## src/rtl/host_trans_sequencer_pkg.sv

```systemverilog
// Shared constants for the host transaction sequencer: PIDs, transaction
// type codes, response-status bit positions and FSM state codes.
package host_trans_sequencer_pkg;

    localparam logic [3:0] PID_SETUP = 4'hD;
    localparam logic [3:0] PID_IN    = 4'h9;
    localparam logic [3:0] PID_OUT   = 4'h1;
    localparam logic [3:0] PID_DATA0 = 4'h3;
    localparam logic [3:0] PID_DATA1 = 4'hB;
    localparam logic [3:0] PID_ACK   = 4'h2;

    localparam logic [1:0] TT_SETUP   = 2'd0;
    localparam logic [1:0] TT_IN      = 2'd1;
    localparam logic [1:0] TT_OUT     = 2'd2;
    localparam logic [1:0] TT_ILLEGAL = 2'd3;

    localparam int ST_DATA_SEQ = 7;
    localparam int ST_ACK      = 6;
    localparam int ST_STALL    = 5;
    localparam int ST_NAK      = 4;
    localparam int ST_TIMEOUT  = 3;
    localparam int ST_OVERFLOW = 2;
    localparam int ST_BITSTUFF = 1;
    localparam int ST_CRC      = 0;

    localparam logic [3:0] S_IDLE     = 4'd0;
    localparam logic [3:0] S_SEND_TOK = 4'd1;
    localparam logic [3:0] S_WAIT_TOK = 4'd2;
    localparam logic [3:0] S_SEND_DAT = 4'd3;
    localparam logic [3:0] S_WAIT_DAT = 4'd4;
    localparam logic [3:0] S_RX_EN    = 4'd5;
    localparam logic [3:0] S_RX_WAIT  = 4'd6;
    localparam logic [3:0] S_CHK      = 4'd7;
    localparam logic [3:0] S_GAP      = 4'd8;
    localparam logic [3:0] S_SEND_ACK = 4'd9;
    localparam logic [3:0] S_WAIT_ACK = 4'd10;
    localparam logic [3:0] S_DONE     = 4'd11;

    function automatic logic [3:0] token_pid(input logic [1:0] trans_type);
        case (trans_type)
            TT_SETUP: token_pid = PID_SETUP;
            TT_IN:    token_pid = PID_IN;
            default:  token_pid = PID_OUT;
        endcase
    endfunction

endpackage

```

## src/rtl/host_trans_sequencer_retry_gap_timer.sv

```systemverilog
// Down-counter that holds off a retry for RETRY_GAP cycles; zero is high on
// the last gap cycle so the sequencer leaves the gap exactly on time.
module host_trans_sequencer_retry_gap_timer #(
    parameter int RETRY_GAP = 16
) (
    input  logic clk,
    input  logic rst,
    input  logic load,
    input  logic en,
    output logic zero
);

    localparam int W = (RETRY_GAP > 1) ? $clog2(RETRY_GAP) : 1;

    logic [W-1:0] count;

    always_ff @(posedge clk or posedge rst) begin
        if (rst) begin
            count <= '0;
        end else if (load) begin
            count <= W'(RETRY_GAP - 1);
        end else if (en && count != '0) begin
            count <= count - 1'b1;
        end
    end

    assign zero = (count == '0);

endmodule

```

## src/rtl/host_trans_sequencer.sv

```systemverilog
// Host-side USB transaction sequencer: token / DATA / ACK issue, response
// capture, retry on timeout or corruption, and one final status per transaction.
module host_trans_sequencer
    import host_trans_sequencer_pkg::*;
#(
    parameter int MAX_RETRIES = 3,
    parameter int RETRY_GAP   = 16,
    localparam int CNT_W = (MAX_RETRIES > 0) ? $clog2(MAX_RETRIES + 1) : 1
) (
    input  logic             clk,
    input  logic             rst,
    input  logic             transReq,
    input  logic [1:0]       transType,
    input  logic             dataToggle,
    input  logic             sendPacketRdy,
    output logic             sendPacketWEn,
    output logic [3:0]       sendPacketPID,
    output logic             getPacketEn,
    input  logic             RXPacketRdy,
    input  logic [7:0]       RXPktStatus,
    output logic             transBusy,
    output logic             transDone,
    output logic [7:0]       transStatus,
    output logic             dataSeqErr,
    output logic [CNT_W-1:0] retryCnt
);

    logic [3:0]       state, next_state;
    logic [1:0]       trans_type;
    logic             toggle;
    logic [CNT_W-1:0] retry_count;
    logic [7:0]       rx_status;
    logic             wait_skip;
    logic             gap_zero;
    logic             rx_err;
    logic             send_fire;

    assign rx_err    = rx_status[ST_TIMEOUT] | rx_status[ST_CRC] | rx_status[ST_BITSTUFF];
    assign send_fire = sendPacketRdy &&
                       (state == S_SEND_TOK || state == S_SEND_DAT || state == S_SEND_ACK);

    host_trans_sequencer_retry_gap_timer #(.RETRY_GAP(RETRY_GAP)) u_gap_timer (
        .clk  (clk),
        .rst  (rst),
        .load (state == S_CHK && next_state == S_GAP),
        .en   (state == S_GAP),
        .zero (gap_zero)
    );

    always_comb begin
        // NOTE: default first so every path assigns next_state and no latch is inferred.
        next_state = state;
        case (state)
            S_IDLE:     if (transReq && transType != TT_ILLEGAL) next_state = S_SEND_TOK;
            S_SEND_TOK: if (sendPacketRdy) next_state = S_WAIT_TOK;
            S_WAIT_TOK: if (!wait_skip && sendPacketRdy)
                            next_state = (trans_type == TT_IN) ? S_RX_EN : S_SEND_DAT;
            S_SEND_DAT: if (sendPacketRdy) next_state = S_WAIT_DAT;
            S_WAIT_DAT: if (!wait_skip && sendPacketRdy) next_state = S_RX_EN;
            S_RX_EN:    next_state = S_RX_WAIT;
            S_RX_WAIT:  if (RXPacketRdy) next_state = S_CHK;
            S_CHK: begin
                if (rx_err)
                    next_state = (int'(retry_count) < MAX_RETRIES) ? S_GAP : S_DONE;
                else if (trans_type == TT_IN && !rx_status[ST_NAK] && !rx_status[ST_STALL])
                    next_state = S_SEND_ACK;
                else
                    next_state = S_DONE;
            end
            S_GAP:      if (gap_zero) next_state = S_SEND_TOK;
            S_SEND_ACK: if (sendPacketRdy) next_state = S_WAIT_ACK;
            S_WAIT_ACK: if (!wait_skip && sendPacketRdy) next_state = S_DONE;
            S_DONE:     next_state = S_IDLE;
            default:    next_state = S_IDLE;
        endcase
    end

    always_ff @(posedge clk or posedge rst) begin
        if (rst) begin
            state         <= S_IDLE;
            trans_type    <= TT_SETUP;
            toggle        <= 1'b0;
            retry_count   <= '0;
            rx_status     <= '0;
            wait_skip     <= 1'b0;
            sendPacketWEn <= 1'b0;
            sendPacketPID <= '0;
            getPacketEn   <= 1'b0;
            transBusy     <= 1'b0;
            transDone     <= 1'b0;
            transStatus   <= '0;
            dataSeqErr    <= 1'b0;
            retryCnt      <= '0;
        end else begin
            state         <= next_state;
            sendPacketWEn <= send_fire;
            // The transmitter may still report Rdy on the strobe cycle; skip it.
            wait_skip     <= send_fire;
            getPacketEn   <= (next_state == S_RX_EN);
            transDone     <= (next_state == S_DONE);
            transBusy     <= (next_state != S_IDLE);

            case (state)
                S_IDLE: if (next_state == S_SEND_TOK) begin
                    trans_type  <= transType;
                    toggle      <= dataToggle;
                    retry_count <= '0;
                end
                S_SEND_TOK: if (sendPacketRdy) sendPacketPID <= token_pid(trans_type);
                S_SEND_DAT: if (sendPacketRdy)
                    sendPacketPID <= (trans_type == TT_SETUP || !toggle) ? PID_DATA0 : PID_DATA1;
                S_SEND_ACK: if (sendPacketRdy) sendPacketPID <= PID_ACK;
                S_RX_WAIT:  if (RXPacketRdy) rx_status <= RXPktStatus;
                S_CHK:      if (next_state == S_GAP) retry_count <= retry_count + 1'b1;
                default: ;
            endcase

            if (next_state == S_DONE) begin
                transStatus <= rx_status;
                retryCnt    <= retry_count;
                dataSeqErr  <= (trans_type == TT_IN) && (rx_status[ST_DATA_SEQ] != toggle);
            end
        end
    end

endmodule

```

## config.mk

```make
export PLATFORM = sky130hd
export DESIGN_NAME = host_trans_sequencer
export DESIGN_NICKNAME = d
export VERILOG_FILES = /design/src/rtl/host_trans_sequencer_pkg.sv /design/src/rtl/host_trans_sequencer_retry_gap_timer.sv /design/src/rtl/host_trans_sequencer.sv
export SDC_FILE = /design/constraint.sdc
export NUM_CORES = 1
export LEC_CHECK = 0
export BUFFER_PORTS_ARGS = -buffer_cell sky130_fd_sc_hd__buf_2
export CORE_UTILIZATION = 59
export CTS_CLUSTER_SIZE = 28
export DETAILED_ROUTE_END_ITERATION = 10
export PLACE_DENSITY = 0.88
export SLEW_MARGIN = 15
export SYNTH_ARGS = -nofsm -noshare
export SYNTH_HDL_FRONTEND = slang
export SYNTH_HIERARCHICAL = 1
export SYNTH_SLANG_ARGS = --single-unit
```

## constraint.sdc

```tcl
create_clock -name clk -period 3.92 [get_ports clk]
set_input_delay 0.588 -clock clk [delete_from_list [all_inputs] [get_ports clk]]
set_output_delay 0.588 -clock clk [all_outputs]
set_load 0.02 [all_outputs]
```

### Word level (Yosys, flattened, before mapping)

Cells that the tools add are included.

* add/subtract/negate cells: 2
* multipliers: 0
* divide/modulo/power cells: 0
* $lt $le $gt $ge: 1
* equality and inequality tests: 22
* shift-type cells: 0
* mux-type cells: 25
* bitwise operators: 2
* reductions and logical operators: 27

Operator list (count)
* 4-bit two-way mux: 15
* 4-bit one-hot mux with 11 select lines: 1
* 4-bit by 3-bit equality test with 1-bit output (second input constant): 5
* 4-bit equality test (second input constant): 5
* 4-bit one-hot mux with 3 select lines: 1
* 2-bit two-way mux: 5
* 2-bit != test (second input constant): 5
* 4-bit by 1-bit equality test with 1-bit output (second input constant): 2
* 4-bit by 2-bit equality test with 1-bit output (second input constant): 2
* 1-bit logical AND: 8
* 4-bit zero test: 2
* 4-bit one-hot mux with 2 select lines: 1
* 4-bit nonzero test: 2
* 1-bit zero test: 4
* 2-bit one-hot mux with 2 select lines: 1
* 2-bit AND reduction: 2
* 4-bit AND reduction: 1
* 2-bit nonzero test: 2
* 4-bit by 1-bit subtractor with 4-bit output (second input constant): 1
* 1-bit logical OR: 3
* 3-bit two-way mux: 1
* 3-bit AND reduction: 1
* 3-bit nonzero test: 1
* 2-bit by 1-bit adder with 2-bit output (second input constant): 1
* 6 further kinds: 7

* flip-flop bits (word level): 40
* bits in latches: 0
* bits in writable memories: 0
* memory bits (read-only): 0
* input bits: 16
* output and inout port bits: 19
* word-level logic and storage cells: 93
* memories: 0

### Longest topological paths before layout

Gate-level depths: netlist of run 1.

* depth after elaboration: 9
* depth in mapped cells: 9
* mapped depth without buffers: 9

### Modules after synthesis

The synthesis of run 1 kept the hierarchy.

By module, submodules not included
* host_trans_sequencer: times used 1, cells an instance 135, area an instance 1675.4 µm², sequential area each 900.9 µm²
* host_trans_sequencer_retry_gap_timer: times used 1, cells an instance 22, area an instance 222.7 µm², sequential area each 100.1 µm²

### Worst setup path before layout of run 1

Ideal clock, no wire load.

* path type: register -> register
* start point: register u_gap_timer.count[0]
* end point: register retryCnt[0]
* setup time: 0.125 ns
* arrival time: 2.037 ns
* required time: 3.795 ns
* path slack: 1.757 ns
* stages on the path, launching flop included: 10
* path buffers: 1
* period minus slack after synthesis: 2.163 ns
* cells stage by stage: dfrtp_1 -> inv_1 -> ha_1 -> nor3b_1 -> a311oi_2 -> nor2_1 -> a211o_2 -> and3b_4 -> buf_6 -> mux2_4

* word-level cells in the longest chain between the ends: 4

Ends and longest elaborated chain
* from (decl): RTL line host_trans_sequencer_retry_gap_timer.sv:15 `logic [W-1:0] count;`
* from (signal assigned): RTL line host_trans_sequencer_retry_gap_timer.sv:21 `count <= W'(RETRY_GAP - 1);`
* from (signal assigned): RTL line host_trans_sequencer_retry_gap_timer.sv:23 `count <= count - 1'b1;`
* 4-bit zero test: RTL line host_trans_sequencer_retry_gap_timer.sv:27 `assign zero = (count == '0);`
* net gap_zero: RTL line host_trans_sequencer.sv:34 `logic gap_zero;`
* 4-bit two-way mux: RTL line host_trans_sequencer.sv:70 `S_GAP: if (gap_zero) next_state = S_SEND_TOK;`
* 4-bit one-hot mux with 11 select lines: RTL line host_trans_sequencer.sv:53 `case (state)`
* net next_state[0]: RTL line host_trans_sequencer.sv:28 `logic [3:0] state, next_state;`
* 4-bit equality test: RTL line host_trans_sequencer.sv:118 `if (next_state == S_DONE) begin`
* to (signal assigned): RTL line host_trans_sequencer.sv:120 `retryCnt <= retry_count;`
* to (decl): RTL line host_trans_sequencer.sv:25 `output logic [CNT_W-1:0] retryCnt`

The timed path passes the listed nets, and every way through them passes these cells.
A chain may end at the register's enable or synchronous reset.

### Worst setup path after layout of run 1

* start point: register u_gap_timer.count[0]
* end point: register retryCnt[1]

Same word-level chain as after synthesis.

==> metrics.txt, run 1 <==
hold_buf cts=0; Async SR Flop Fraction=100%; share of cells above drive strength 1=37.6%; Synth Cell Area=approximately 1900 um2; Synth Area in XOR/XNOR=less than 1%; CTS tree=built; Setup Total Neg Slack=0 ps; Worst Tran Pin Value=572 ps; cts repair resizes=0; status=completed; RSZ-0062 raised after global routing=false; die area=3450 um2; largest net degree at the start of global routing=37; die height=58.7 um; maxcap violations=0; Final nets=between 200 and 250; mux contribution to synthesized area=16.9%; Hold Slack=113 ps; Seq/Total Area, Yosys=a little over half; number of synthesized flops with an enable pin=0; CP Capture Type=flip-flop; Synth Area in Compound Gates=10.5%; initial antenna violation count=0; leakage=~1.1 nW; IO Count=35; worst r2r src=u_gap_timer/count[0]; global-route wire length before repair=about 5900 um; CTS clk-pin slew, worst paths=110 ps; min cycle time layout=roughly 2400 ps; register bit total from synthesis=40; core area=3050 um2; P&R area growth vs syn=14.0%; power per cell area=approximately 800 nW/um2; Slew headroom=61.9%; CTS buffer count=5; Post-synth top flop=dfrtp_1; vias in the first global route=1,317; initial core utilization=62.2%; main combinational cell family by area after synthesis=multiplexers; Fillers=248; First DRT Iteration DRCs=81; Avg Inst Size Synth=about 12 um2; clock latency at the later pin of the worst-skew pair=around 350 ps; CP Max Fanout=12; FMAX=roughly 410 MHz; DPL Wire Length=roughly 2600 um; RR Endpoint=retryCnt[1]; Wirelength per Cell=14.7 um; Placer Congestion=just over 0.8; YS warnings=6; setup violators final=0; largest buffer count on any clock path=2; Worst Hold Class=primary input to async pin; Post-CTS Setup Bufs=0; Site Rows=20; reg2reg path depth=8; Tot GR Track Use=23.7%; Setup CP Type=flip-flop to flip-flop; Final Hold Vio Count=0; Net Count, Synth=around 180; Via-to-Cell Ratio=about 5.6; CTS Sinks=40; DR vias=1,344; grt ovf=0; R2R setup slack=1490 ps; Die Wd=58.7 um; antenna-violating nets left=0; H-tree levels=2; Post-Synth Adder-Cell Area=1.32%; Worst EP arrival=2660 ps; Final Max Slew Viols=0; Tcrit/Tclk final=61.9%; Yosys cell types=41; Critical Path Start Type=flip-flop; Setup Skew=around 13 ps; peak supply drop=0.456 mV; DRC=0; CTS Root Cell=clkbuf_4; Simple-Gate Fraction of Synth Area=a little over an eighth; WP data required=4150 ps; ant diodes=0; I/O Buffers=34; WL final=3510 um; Initial DRT Pass Iterations=4; Mapped Cells=157
==> worst max path at each step <==
stage	start	endpoint	slack, ps
floorplan	u_gap_timer/count[0]	retryCnt[0]	1760
global placement	sendPacketRdy	retryCnt[1]	1550
detailed placement	sendPacketRdy	dataSeqErr	1440
CTS	u_gap_timer/count[0]	retryCnt[1]	1490
global route	u_gap_timer/count[0]	retryCnt[1]	1300
finish	u_gap_timer/count[0]	retryCnt[1]	1490
==> sequential cells by signal, indices dropped and copies added, names as in the netlist <==
register	flops
dataSeqErr	1
getPacketEn	1
retryCnt	2
retry_count	2
rx_status	8
sendPacketPID	4
state	4
toggle	1
transBusy	1
transDone	1
transStatus	8
trans_type	2
u_gap_timer/count	4
wait_skip	1
==> metal layers <==
| metal | up-vias | part of all wire [%] | GRT usage (%) | wire length [um] |
|---|---|---|---|---|
| li1 | 628 | - | - | - |
| met1 | 667 | 43 | 28.7 | 1500 |
| met2 | 45 | 51 | 39.9 | 1770 |
| met3 | 4 | 5.6 | 5.93 | 196 |
| met4 | 0 | 1.1 | 10.5 | 39 |
| met5 | - | 0 | 0 | 0 |
==> final cells by class <==
| cell class | count | area [um2] | share of cell area, % |
|---|---|---|---|
| inverters | 11 | 41.3 | 1.91 |
| multi-input cells | 100 | 813 | 37.6 |
| clock inverters | 2 | 35.0 | 1.62 |
| well taps | 44 | 55.1 | 2.54 |
| repair buffers | 35 | 178 | 8.21 |
| clock buffers | 6 | 41.3 | 1.91 |
| flip-flops and latches | 40 | 1000 | 46.2 |
==> worst max-delay path, cell delays in order, from the launching register on <==
cell and delay, ps:
dfrtp_1 410, inv_1 80, ha_1 160, nor3b_1 460
a311oi_2 170, nor2_1 120, a211o_2 190, and3b_4 360
mux2_2 360
==> cell families after synthesis <==
family	count (synthesis)
AND/OR/NAND/NOR	46
flip-flops	40
multiplexers	26
AO/OA/AOI/OAI	25
buffers and inverters	17
adder cells (fa/ha/maj)	2
XOR/XNOR	1
==> synthesized netlist by cell type, drive strengths merged, types with 2 or more instances <==
| cell type | count | area, um2 |
|---|---|---|
| nand3 | 2 | 10.0 |
| inv | 11 | 41.3 |
| nor3 | 7 | 40.0 |
| nand4 | 2 | 18.8 |
| nand2 | 9 | 33.8 |
| nor3b | 4 | 30.0 |
| nor2b | 5 | 31.3 |
| and3b | 2 | 21.3 |
| a21oi | 4 | 20.0 |
| ha | 2 | 25.0 |
| nor2 | 12 | 45.0 |
| o21ai | 4 | 20.0 |
| a21o | 2 | 15.0 |
| dfrtp | 40 | 1000 |
| a22o | 2 | 17.5 |
| buf | 5 | 38.8 |
| mux2 | 22 | 282 |
| mux2i | 4 | 40.0 |
| a211o | 4 | 36.3 |
==> report_power, final <==
part	internal, W	switching, W
Combinational	0.000326	0.000352
Sequential	0.000578	0.000168
Clock	0.000134	0.000129
Total	0.00104	0.000649
==> layout by cell type, fill, tap and decap left out, types with 3 or more instances in the layout <==
| cell | instances |
|---|---|
| a211o_1 | 3 |
| a21oi_1 | 4 |
| buf_2 | 34 |
| clkbuf_4 | 5 |
| dfrtp_1 | 40 |
| inv_1 | 10 |
| mux2_2 | 13 |
| mux2_4 | 9 |
| mux2i_1 | 4 |
| nand2_1 | 9 |
| nor2_1 | 12 |
| nor2b_1 | 5 |
| nor3_1 | 6 |
| nor3b_1 | 4 |
| o21ai_0 | 4 |
==> through the flow <==
stage | util (%) | setup WS (ps) | total power (W) | instance area [um2] | std cells
2_1_floorplan | - | 1760 | 0.00126 | 1900 | 157
3_3_place_gp | 68.4 | 1550 | 0.00139 | 2090 | 230
3_5_place_dp | 68.4 | 1440 | 0.00144 | 2090 | 230
4_1_cts | 70.9 | 1490 | 0.00170 | 2160 | 238
5_1_grt | 70.9 | 1300 | 0.00180 | 2160 | 238
6_report | 70.9 | 1490 | 0.00169 | 2160 | 238
Power figures use the tool's default switching activity.
==> run 2: changes to the inputs <==
Settings changed: CORE_UTILIZATION 59 to 49, PLACE_DENSITY 0.88 to 0.78.
Clock period 3.92 ns to 2 ns, I/O delays scaled along.
==> run 2 against run 1 <==
Compared with the run above:
- cell count rose by 14%
- cell area up 14%
- the run now ends with negative setup slack left
- register-to-register slack got worse by 1600 ps
- worst hold slack improved by 130 ps
- clock skew shrank 4.4 ps
- setup slack lost 1600 ps
- wire length up 16%
- largest cell class unchanged
- sequential share of layout area decreased by 5.5 points
==> metrics.txt, run 2 (synthesis results as in run 1) <==
Final Core Density=66.7% (-4.2 points); largest net degree at the start of global routing=37 (unchanged); CP Max Fanout=6 (-6); Site Rows=22 (+10%); grt ovf=0 (unchanged); core area=3690 um2 (+21%); leakage=1.22 nW (+15%); leading cell types in the layout, fill and taps excluded=dfrtp_1 (39), buf_2 (34), buf_4 (28); IO Count=35 (unchanged); min cycle time layout=2120 ps (-306 ps); Tot GR Track Use=22.4% (-1.3 points); FMAX=471 MHz (+14%); Worst Hold Class=primary input to flip-flop; vias in the first global route=1,547 (+17%); Hold Slack=239 ps (+126 ps); setup ws final=-122 ps (-1610 ps); Setup CP Type=flip-flop to flip-flop; CTS Sinks=40 (unchanged); DRC=0 (unchanged); die height=64.2 um (+9.4%); WP data required=2180 ps (-1970 ps); initial antenna violation count=0 (unchanged); share of cells above drive strength 1=49.8% (+12 points); failing checks=negative setup slack; DR vias=1,458 (+8.5%); Wirelength per Cell=15.0 um (+1.9%); Critical Path Start Type=flip-flop; Setup Skew=8.28 ps (-4.39 ps); Final Max Slew Viols=0 (unchanged); peak supply drop=0.801 mV (+76%); commonest non-fill, non-tap cell in the layout=dfrtp_1; CTS clk-pin slew, worst paths=80 ps (-30 ps); power per cell area=1520 nW/um2 (+95%); die area=4130 um2 (+20%); setup violators final=17 (+17); CP Capture Type=flip-flop; Fillers=293 (+18%); Flop pwr share=37.5% (-6.7 points); global-route wire length before repair=6910 um (+16%); antenna-violating nets left=0 (unchanged); CTS tree=built; largest registers=rx_status: 8 flops, transStatus: 8 flops; Sequential cell area=1000 um2 (+0.12%); status=complete, but fails checks; switch share=37.7% (-0.72 points); maxcap violations=0 (unchanged); NetSw=0.00141 W (+120%); First DRT Iteration DRCs=112 (+38%); Via-to-Cell Ratio=5.38 (-4.7%); DPL Wire Length=2870 um (+12%); CTS buffer count=5 (unchanged); Clock power frac=14.7% (-0.9 points); largest buffer count on any clock path=2 (unchanged); initial core utilization=51.5% (-11 points); RSZ-0062 raised after global routing=true; Int Pwr=0.00233 W (+120%); ant diodes=0 (unchanged); H-tree levels=2 (unchanged); I/O Buffers=34 (unchanged); area of the multi-input gates=873 um2 (+7.4%); CTS Root Cell=clkbuf_8; Slew headroom=69.8% (+7.9 points); Final Hold Vio Count=0 (unchanged); Gate power share=47.9% (+7.7 points); Worst Tran Pin Value=453 ps (-119 ps); P&R area growth vs syn=29.7%; Die Wd=64.2 um (+9.4%); Initial DRT Pass Iterations=4 (unchanged); Worst EP arrival=2300 ps (-360 ps); clock latency at the later pin of the worst-skew pair=290 ps (-60 ps); Final nets=240 (+14%); Placer Congestion=0.850 (+3.1%); Tcrit/Tclk final=106% (+44 points); WL final=4070 um (+16%)
-- run 2: critical path, stage by stage, from the launching register on --
cell	delay, ps
dfrtp_1	380
inv_2	60
ha_4	150
nor3b_4	150
a311oi_2	210
nor2_1	90
a211o_2	360
and3b_2	300
mux2_4	310
-- run 2: layer usage --
layer | up-vias | global-route usage [%] | part of all wire, %
met5 | - | 0 | 0
met4 | 0 | 10.0 | 1.5
met3 | 6 | 6.79 | 4.6
met2 | 42 | 36.6 | 50
met1 | 726 | 27.0 | 44
li1 | 684 | - | -
-- run 2: area by class of cell --
cell class / instances / share of cell area, %
clock buffer: 7 / 3.51
clock inverter: 1 / 0.305
inverter: 11 / 1.68
multi-input combinational: 101 / 35.5
sequential: 40 / 40.7
tap: 48 / 2.44
timing repair buffer: 63 / 15.9
-- run 2: power by group through the flow --
stage / registers (W) / logic (W) / clock network (W)
after floorplan: 0.00150 / 0.000977 / 0
after global placement: 0.00139 / 0.00155 / 0
after detailed placement: 0.00140 / 0.00162 / 0
after CTS: 0.00140 / 0.00174 / 0.000568
after global routing: 0.00146 / 0.00194 / 0.000602
final: 0.00140 / 0.00179 / 0.000548
-- run 2: through the flow --
stage          setup slack, ps  instances  setup TNS [ps]  instance area, um2  total power, W
2_1_floorplan            -68.2        157            -622                1920         0.00248
3_3_place_gp              -128        255           -1060                2260         0.00293
3_5_place_dp              -280        255           -2800                2260         0.00303
4_1_cts                   -128        269           -1450                2430         0.00371
5_1_grt                   -221        271           -3280                2460         0.00400
6_report                  -122        271           -1370                2460         0.00374
-- run 2: path summary, 6_finish.rpt --
check / from / to / slack (ps) / cells after the start
worst max-delay path: u_gap_timer/count[0] / transStatus[2] / -120 / 8
worst min-delay path: RXPktStatus[1] / rx_status[1] / 240 / 2
worst max register to register: u_gap_timer/count[0] / transStatus[2] / -120 / 8
worst min register to register: sendPacketPID[3] / sendPacketPID[3] / 500 / 1
max in group asynchronous: rst / state[3] / 1000 / 4
min in group asynchronous: rst / u_gap_timer/count[0] / 440 / 3
-- run 2: timing repair --
item / in CTS / in global routing
pin swaps: 6 / 1
endpoints found under the setup margin: 16 / 18
gates resized for setup: 10 / 3
hold buffers: 1 / 0
buffers inserted: 4 / 2
endpoints found under the hold margin: 4 / 0
cloned: 1 / 0
==> run 3: changes to the inputs <==
Settings changed: ABC_AREA set to 1, CORE_UTILIZATION 49 to 50, PLACE_DENSITY 0.78 to 0.79, SETUP_SLACK_MARGIN set to 0.02.
==> run 3 against run 2 <==
Compared with the run above:
- the run now ends clean
- total power rose by 4.8%
- critical path depth rose by 7
- worst hold slack got worse by 22 ps
- clock power fell by 0.7%
- sequential cell count did not move
- combinational power rose by 8%
- sequential share of layout area barely moved
- sequential power rose by 3%
- largest cell class unchanged
==> metrics.txt, run 3 <==
status=completed; IO Count=35 (unchanged); largest registers=rx_status: 8 flops, transStatus: 8 flops; core area=4000 um2 (+8.4%); Yosys cell types=29 (-29%); CTS clk-pin slew, worst paths=70 ps (about the same); Hold Path Depth=3 (+1); Avg Inst Size Synth=8.78 um2 (-27%); DRC=0 (unchanged); most frequent cells after synthesis=nand2_1 (46), dfrtp_1 (40), inv_1 (32), nand3_1 (21), nand2_2 (17); First DRT Iteration DRCs=63 (-44%); CP Capture Type=flip-flop; register bit total from synthesis=40 (unchanged); CTS Root Cell=clkbuf_8; Final Core Density=61.5% (-5.2 points); Final Non-Filler Cells=333 (+23%); ant diodes=0 (unchanged); initial core utilization=52.3% (+0.81 points); CTS tree=built; die area=4440 um2 (+7.7%); reg2reg path depth=15 (+7); Wirelength per Cell=11.8 um (-21%); CP Max Fanout=5 (-1); Synth Cell Area=2090 um2 (+10%); Setup Skew=5.38 ps (-2.90 ps); power per cell area=1590 nW/um2 (+4.9%); I/O Buffers=34 (unchanged); FMAX=551 MHz (+17%); Synth area leader=dfrtp_1; Setup Total Neg Slack=0 ps (+1370 ps); initial antenna violation count=0 (unchanged); Slowest-stage cell, CP=dfrtp_1; Site Rows=23 (+4.5%); Worst Hold Class=primary input to flip-flop; Post-synth top flop=dfrtp_1; Tot GR Track Use=20.7% (-1.7 points); RSZ-0062 raised after global routing=false; Placed Cells incl. Taps=323 (+27%); H-tree levels=2 (unchanged); WL final=3930 um (-3.4%); CTS Sinks=40 (unchanged); Final Max Slew Viols=0 (unchanged); largest buffer count on any clock path=2 (unchanged); Setup CP Type=flip-flop to flip-flop; hold_sp=RXPktStatus[7]; Net Count, Synth=256 (+46%); top cells by area in the synthesized netlist=dfrtp_1 (48%), nand2_1 (8.3%), inv_1 (5.7%), o21ai_2 (5.4%), nand2_2 (5.1%); R2R setup slack=190 ps (+310 ps); most frequent CP cell=inv_2; CP max stage delay=370 ps (about the same); share of cells above drive strength 1=38.9% (-11 points); largest net degree at the start of global routing=37 (unchanged); Critical Path Start Type=flip-flop; Placer Congestion=0.949 (+12%); share of the synthesized area in the top cell type=47.9% (-4.9 points); Via-to-Cell Ratio=4.98 (-7.3%); Final nets=300 (+25%); Mapped Cells=238 (+52%); clock latency at the later pin of the worst-skew pair=290 ps (about the same); DPL Wire Length=2900 um (+1.1%); grt ovf=0 (unchanged); Worst Tran Pin Value=438 ps (-14.5 ps); commonest non-fill, non-tap cell in the layout=nand2_1; die height=66.7 um (+3.8%); vias in the first global route=1,600 (+3.4%); Async SR Flop Fraction=100% (unchanged); RR Endpoint=u_gap_timer/count[1]; maxcap violations=0 (unchanged); Die Wd=66.7 um (+3.8%); leading cell types in the layout, fill and taps excluded=nand2_1 (46), dfrtp_1 (40), buf_2 (34); peak supply drop=0.772 mV (-3.6%); Initial DRT Pass Iterations=4 (unchanged); Tcrit/Tclk final=90.7% (-15 points); Slew headroom=70.8% (+0.97 points); hold endpoint=rx_status[7]; worst r2r src=u_gap_timer/count[1]; Worst EP arrival=2030 ps (-270 ps); global-route wire length before repair=6790 um (-1.7%); YS warnings=6 (unchanged); number of synthesized flops with an enable pin=0 (unchanged); CTS buffer count=5 (unchanged); P&R area growth vs syn=17.7%; DR vias=1,660 (+14%); crit path cell chain=inv_2 > ha_4 > nand3_4 > inv_1 > nand3_1 > nand2_1 > nor2_2 > nand2_2 > nor2_4 > nand3_2 > inv_2 > inv_2 > nand2_4 > nand2_2 > o21ai_2; min cycle time layout=1810 ps (-308 ps); WP data required=2220 ps (+40 ps); antenna-violating nets left=0 (unchanged); Final Hold Vio Count=0 (unchanged); leakage=1.25 nW (+2.6%); most frequent cell after synthesis=nand2_1; setup violators final=0 (-17); Seq/Total Area, Yosys=47.9% (-4.9 points)
[run 3: final cells by class]
cell class,count,area (um2)
clock buffers,8,90.1
inverters,42,160
flip-flops and latches,40,1000
well taps,50,62.6
multi-input cells,153,916
fillers,347,1540
repair buffers,40,230
[run 3: cells by family after synthesis]
group | count (synthesis) | synth area share [%]
and+or+nand+nor | 118 | 29.9
buffers and inverters | 45 | 9.58
DFF | 40 | 47.9
AOI/OAI and AO/OA | 33 | 11.4
adders and majority gates | 2 | 1.20
[run 3: per-layer routing]
metal / track usage, % / part of all wire [%]
met2: 34.3 / 48
met3: 3.25 / 4.8
met5: 0 / 0
met4: 11.7 / 1.8
met1: 25.4 / 45
[run 3: repair_timing]
item                                    CTS  global route
cloned                                    0             0
buffers inserted                          0             1
hold buffers                              1             0
endpoints found under the setup margin    2            12
pin swaps                                 0             2
endpoints found under the hold margin     4             0
gates resized for setup                   1             7
[run 3: metrics by stage]
| stage | power [W] | area [um2] | worst slack, ps | hold slack [ps] |
|---|---|---|---|---|
| global route | 0.00422 | 2460 | 32.8 | 216 |
| CTS | 0.00388 | 2430 | 46.4 | 206 |
| detailed placement | 0.00331 | 2330 | 23.5 | 199 |
| global placement | 0.00325 | 2330 | 119 | 201 |
| finish | 0.00392 | 2460 | 186 | 216 |
| floorplan | 0.00285 | 2090 | 204 | 66.1 |
[run 3: worst max-delay path by stage]
| stage | end | from |
|---|---|---|
| floorplan | u_gap_timer/count[1] | u_gap_timer/count[0] |
| global placement | u_gap_timer/count[3] | u_gap_timer/count[0] |
| detailed placement | u_gap_timer/count[1] | u_gap_timer/count[0] |
| CTS | u_gap_timer/count[1] | u_gap_timer/count[0] |
| global route | u_gap_timer/count[3] | u_gap_timer/count[0] |
| finish | u_gap_timer/count[1] | u_gap_timer/count[1] |
[run 3: worst max-delay path: cells and delay by family, from the launching register on]
family | cells | cell delay [ps]
DFF | 1 | 370
adders and majority gates | 1 | 170
AOI/OAI and AO/OA | 1 | 50
buffers and inverters | 4 | 270
and+or+nand+nor | 9 | 870
[run 3: power breakdown]
part / leakage (nW) / switching [W] / internal, W
registers: 0.467 / 0.000255 / 0.00118
clock network: 0.0455 / 0.000263 / 0.000281
logic: 0.738 / 0.00126 / 0.000674
